$ cat config.mk
export PLATFORM = sky130hd
export DESIGN_NAME = wire_exerciser
export DESIGN_NICKNAME = d
export VERILOG_FILES = /design/src/rtl/wire_pkg.sv /design/src/rtl/wire_exerciser_sync2.sv /design/src/rtl/wire_exerciser.sv
export SDC_FILE = /design/constraint.sdc
export NUM_CORES = 1
export LEC_CHECK = 0
export ABC_AREA = 0
export CORE_ASPECT_RATIO = 1.75
export CORE_UTILIZATION = 30
export DETAILED_ROUTE_END_ITERATION = 8
export PLACE_DENSITY = 0.57
export SYNTH_ARGS = -nofsm -noshare
export SYNTH_HDL_FRONTEND = slang
export SYNTH_HIERARCHICAL = 1
export SYNTH_SLANG_ARGS = --single-unit
$ cat constraint.sdc
create_clock -name CLK -period 6.4 [get_ports CLK]
set_clock_uncertainty 0.1 [all_clocks]
set_input_delay 0.64 -clock CLK [delete_from_list [all_inputs] [get_ports CLK]]
set_output_delay 0.64 -clock CLK [all_outputs]
set_load 0.05 [all_outputs]
$ cat src/rtl/wire_pkg.sv
// Shared types and helpers for the gate-path exerciser.
`timescale 1ns/1ps
package wire_pkg;

  typedef enum logic [2:0] {
    IDLE,
    DRIVE,
    SAMPLE,
    HOLD,
    DONE
  } state_t;

  localparam int unsigned NUM_VEC = 4;

  // Expected {NOT(A), A&B} for vector v = {A, B}.
  function automatic logic [1:0] exp_bits(input logic [1:0] v);
    return {~v[1], v[1] & v[0]};
  endfunction

endpackage

$ cat src/rtl/wire_exerciser_sync2.sv
// Two-flop synchronizer for an asynchronous loop-back pin.
`timescale 1ns/1ps
module sync2 (
  input  logic CLK,
  input  logic RST,
  input  logic d,
  output logic q
);

  logic meta;

  always_ff @(posedge CLK or posedge RST) begin
    if (RST) begin
      meta <= 1'b0;
      q    <= 1'b0;
    end else begin
      meta <= d;
      q    <= meta;
    end
  end

endmodule

$ cat src/rtl/wire_exerciser.sv
// Sweeps A/B through all four vectors and checks the looped-back NOT/AND pins.
// WIRE_EXERCISER_LOOP_EN: free-running sweeps, DONE lasts one cycle, start ignored.
`timescale 1ns/1ps
module wire_exerciser
  import wire_pkg::*;
#(
  parameter int unsigned HOLD_CYCLES   = 16000000,
  parameter int unsigned SETTLE_CYCLES = 16
) (
  input  logic               CLK,
  input  logic               RST,
  input  logic               start,
  input  logic               obs_not,
  input  logic               obs_and,
  output logic               drv_a,
  output logic               drv_b,
  output logic               busy,
  output logic               pass,
  output logic               fail,
  output logic [NUM_VEC-1:0] err_vec
);

  localparam int unsigned SW = (SETTLE_CYCLES > 1) ? $clog2(SETTLE_CYCLES) : 1;
  localparam int unsigned HW = (HOLD_CYCLES > 1) ? $clog2(HOLD_CYCLES) : 1;

  state_t        state;
  logic [1:0]    v;
  logic [1:0]    v_next;
  logic [1:0]    expv;
  logic [SW-1:0] settle_cnt;
  logic [HW-1:0] hold_cnt;
  logic          sync_not;
  logic          sync_and;
  logic          go;

  sync2 u_sync_not (.CLK(CLK), .RST(RST), .d(obs_not), .q(sync_not));
  sync2 u_sync_and (.CLK(CLK), .RST(RST), .d(obs_and), .q(sync_and));

  assign v_next = v + 2'd1;
  assign expv   = exp_bits(v);

`ifdef WIRE_EXERCISER_LOOP_EN
  logic unused_start;
  assign unused_start = start;
  assign go = 1'b1;
`else
  assign go = start;
`endif

  always_ff @(posedge CLK or posedge RST) begin
    if (RST) begin
      state      <= IDLE;
      v          <= 2'd0;
      settle_cnt <= '0;
      hold_cnt   <= '0;
      drv_a      <= 1'b0;
      drv_b      <= 1'b0;
      busy       <= 1'b0;
      pass       <= 1'b0;
      fail       <= 1'b0;
      err_vec    <= '0;
    end else begin
      case (state)
        IDLE, DONE: begin
          if (go) begin
            state      <= DRIVE;
            v          <= 2'd0;
            settle_cnt <= '0;
            drv_a      <= 1'b0;
            drv_b      <= 1'b0;
            busy       <= 1'b1;
            pass       <= 1'b0;
            fail       <= 1'b0;
`ifndef WIRE_EXERCISER_LOOP_EN
            err_vec    <= '0;
`endif
          end
        end
        DRIVE: begin
          if (settle_cnt == SW'(SETTLE_CYCLES - 1)) begin
            settle_cnt <= '0;
            state      <= SAMPLE;
          end else begin
            settle_cnt <= settle_cnt + SW'(1);
          end
        end
        SAMPLE: begin
          err_vec[v] <= (sync_not != expv[1]) | (sync_and != expv[0]);
          hold_cnt   <= '0;
          state      <= HOLD;
        end
        HOLD: begin
          if (hold_cnt == HW'(HOLD_CYCLES - 1)) begin
            hold_cnt <= '0;
            if (v == 2'(NUM_VEC - 1)) begin
              // err_vec is complete here: the last SAMPLE preceded this HOLD.
              state <= DONE;
              busy  <= 1'b0;
              pass  <= (err_vec == '0);
              fail  <= (err_vec != '0);
            end else begin
              v          <= v_next;
              drv_a      <= v_next[1];
              drv_b      <= v_next[0];
              settle_cnt <= '0;
              state      <= DRIVE;
            end
          end else begin
            hold_cnt <= hold_cnt + HW'(1);
          end
        end
        default: state <= IDLE;
      endcase
    end
  end

endmodule

==> results.cfg <==
[pwr]
peakVddDrop_mv = 0.158
p_sw_share_pct = 35.2
switching_power_mw = 0.326
combPwrFrac_pct = 28.0
clockPowerShare_pct = 31.0
cellPowerDensity_nw_per_um2 = 340
power_frac_seq_pct = 41.0
intPower_mw = 0.601
power_leakage_nw = 1.16

[timing]
hold_viol = 0
drv_slew = 0
finalHoldWorstSlack_ps = 253
tightest_slew_ps = 1090
finalCritPeriodShare_pct = 38.5
timing.final.crit_period_ps = 2470
rsz0062_at_grt = false
fin_setup_tns_ps = 0
relSlewSlack_pct = 27.5
finalSetupViolations = 0
fmax_mhz = 405

[floorplanning]
ios = 14
die_area_um2 = 8250
core_area_um2 = 7620
floorplan.initialDensity_pct = 31.0
rows = 42
fp.dieH_um = 119
die_x_um = 69.1

[yosys]
syn_nets = 269
yosys.cell_types.count = 48
synth_seq_area_share_pct = 46.6
synth_ff_type = dfrtp_1
synth_area_um2 = 2360
synth_seq_cells = 44
synth_area_leaders = dfrtp_1 47%, a31oi_1 5.6%, nand2_1 4.4%
avgSynthCellArea_um2 = 9.16
synthTopCellsByCount = 44 x dfrtp_1, 28 x nand2_1, 21 x a31oi_1, 20 x nand3_1, 18 x o21ai_0
synth_warnings = 6
async_reset_ff_share_pct = 100
synth_most_common_cell = dfrtp_1
synth_top_area_share_pct = 46.6
synth_edf_count = 0
synth_top_cell_by_area = dfrtp_1
syn_inst = 258

[layout]
diodes = 0
filler_cell_count = 752
regArea_um2 = 1100
final_layout_size_suffix_gt1_share_pct = 7.81
multiInputGateArea_um2 = 1170
fin_nets = 279
area_delta_synth_final_pct = 15.4
final_core_util_pct = 35.8

[clock_tree]
cts_max_level = 2
clk_path_buf_depth = 2
clockRootBuffer = clkbuf_16
tritoncts = done
path_clk_slew_ps = 60
cts.sinks = 44
cts_setup_buffers = 0
clkLatencyLatePin_ps = 290
cts_resized = 0
postCtsHoldBufs = 0
cts_buffers = 5

[min_path]
min_from = u_sync_not/meta$_DFF_PP0_
hold_class = reg -> reg
min_to = u_sync_not/q$_DFF_PP0_
holdPathStages = 0

[route]
drt-vias-per-instance = 5.58
avgRoutedWirePerCell_um = 15.6
wirelength_mm = 5.56
route.vias.total = 1992
drc = 0
drt-met1-wl_mm = 2.18
detail-route-antenna-nets = 0
firstDrtPassIters = 4
wl_met2_mm = 3.05
initialDrtViolationCount = 117
wl_met3_um = 172
maxUsedRoutingLayer = met4

[global_routing]
grt_usage_pct = 14.7
grt_pass1_wl_mm = 9.63
grt-ovfl-total = 0
grt_pass1_vias = 2002
grt_antenna_before_repair = 0
grt_max_degree = 41

[placed_design]
gp_congestion = 0.808
io_buffers = 13
hpwl_mm = 3.86

[worst_setup_path]
path_class = reg -> reg
worst-path-max-fanout = 22
r2r-end = pass$_DFFE_PP0P_
reg2reg_slack_ps = 3930
end_kind = register
cp-start-kind = register
r2r-start = hold_cnt[12]$_DFFE_PP0P_
crit_arrival_ps = 2540
critPathRequiredTime_ps = 6480
reg2reg_depth = 5

[run]
drv_cap = 0

[run_status]
outcome = finished clean
==> worst max path at each step <==
stage / start / to / slack (ps) / cells after the start
CTS: hold_cnt[12]$_DFFE_PP0P_ / pass$_DFFE_PP0P_ / 3960 / 5
floorplan: hold_cnt[11]$_DFFE_PP0P_ / hold_cnt[14]$_DFFE_PP0P_ / 4280 / 6
global placement: hold_cnt[11]$_DFFE_PP0P_ / hold_cnt[7]$_DFFE_PP0P_ / 3990 / 5
finish: hold_cnt[12]$_DFFE_PP0P_ / pass$_DFFE_PP0P_ / 3930 / 5
detailed placement: hold_cnt[11]$_DFFE_PP0P_ / fail$_DFFE_PP0P_ / 3970 / 5
global route: hold_cnt[0]$_DFFE_PP0P_ / hold_cnt[16]$_DFFE_PP0P_ / 3770 / 6
==> cell families (layout without fill, tap and decap cells) <==
| kind of cell | Yosys count | in the layout | synth area share, % |
|---|---|---|---|
| and+or+nand+nor | 107 | 107 | 25.0 |
| AOI/OAI and AO/OA | 76 | 76 | 20.4 |
| DFF | 44 | 44 | 46.6 |
| buffers and inverters | 23 | 34 | 4.08 |
| adders and majority gates | 6 | 6 | 3.18 |
| xor gates and xnor gates | 2 | 2 | 0.741 |
==> worst max-delay path, stage by stage (launching register included) <==
cell and delay, ps:
dfrtp_1 440, or4b_4 550, nor4_4 450, a21oi_2 370, a21o_1 280, a22o_1 170
==> per-stage QoR <==
stage	total power, mW	std cells	setup slack [ps]	cell area, um2
floorplan	0.569	258	4280	2360
global placement	0.642	349	3990	2560
detailed placement	0.648	349	3970	2560
CTS	0.941	357	3960	2730
global route	0.988	357	3770	2730
finish	0.927	357	3930	2730
==> placed cells by master, fill, tap and decap left out, drive strengths merged, types with 2 or more instances in the layout <==
master	n
dfrtp	44
nand2	28
a31oi	21
nand3	20
o21ai	18
a21oi	17
nor2	15
clkdlybuf4s50	13
inv	11
nand2b	7
ha	6
clkbuf	6
nor4	6
nor3	5
a41oi	5
or2b	4
nand4	3
o31ai	3
and3	3
a21o	3
a22o	3
and2	3
nor2b	3
nand3b	2
or4b	2
clkinv	2
==> per-layer routing <==
metal | vias up | global-route usage, %
met1 | 977 | 15.0
li1 | 963 | -
met4 | 0 | 6.51
met3 | 14 | 3.05
met5 | - | 0
met2 | 38 | 28.0
==> registers in the layout (all words and copies together) (netlist names), 3 cells and up <==
name        count
hold_cnt       24
err_vec         4
state           3
settle_cnt      4
==> final cells by class <==
type / instances / share of cell area, %
multi-input combinational: 191 / 42.9
sequential: 44 / 40.4
timing repair buffer: 14 / 5.05
clock buffer: 6 / 4.73
tap: 88 / 4.04
inverter: 12 / 1.65
clock inverter: 2 / 1.28
==> power groups by stage <==
| stage | registers, mW | clock network (mW) | logic, mW |
|---|---|---|---|
| floorplan | 0.420 | 0 | 0.148 |
| global placement | 0.384 | 0 | 0.258 |
| detailed placement | 0.385 | 0 | 0.262 |
| CTS | 0.381 | 0.297 | 0.263 |
| global route | 0.390 | 0.307 | 0.291 |
| finish | 0.380 | 0.288 | 0.260 |
(Power assumes the default switching activity.)
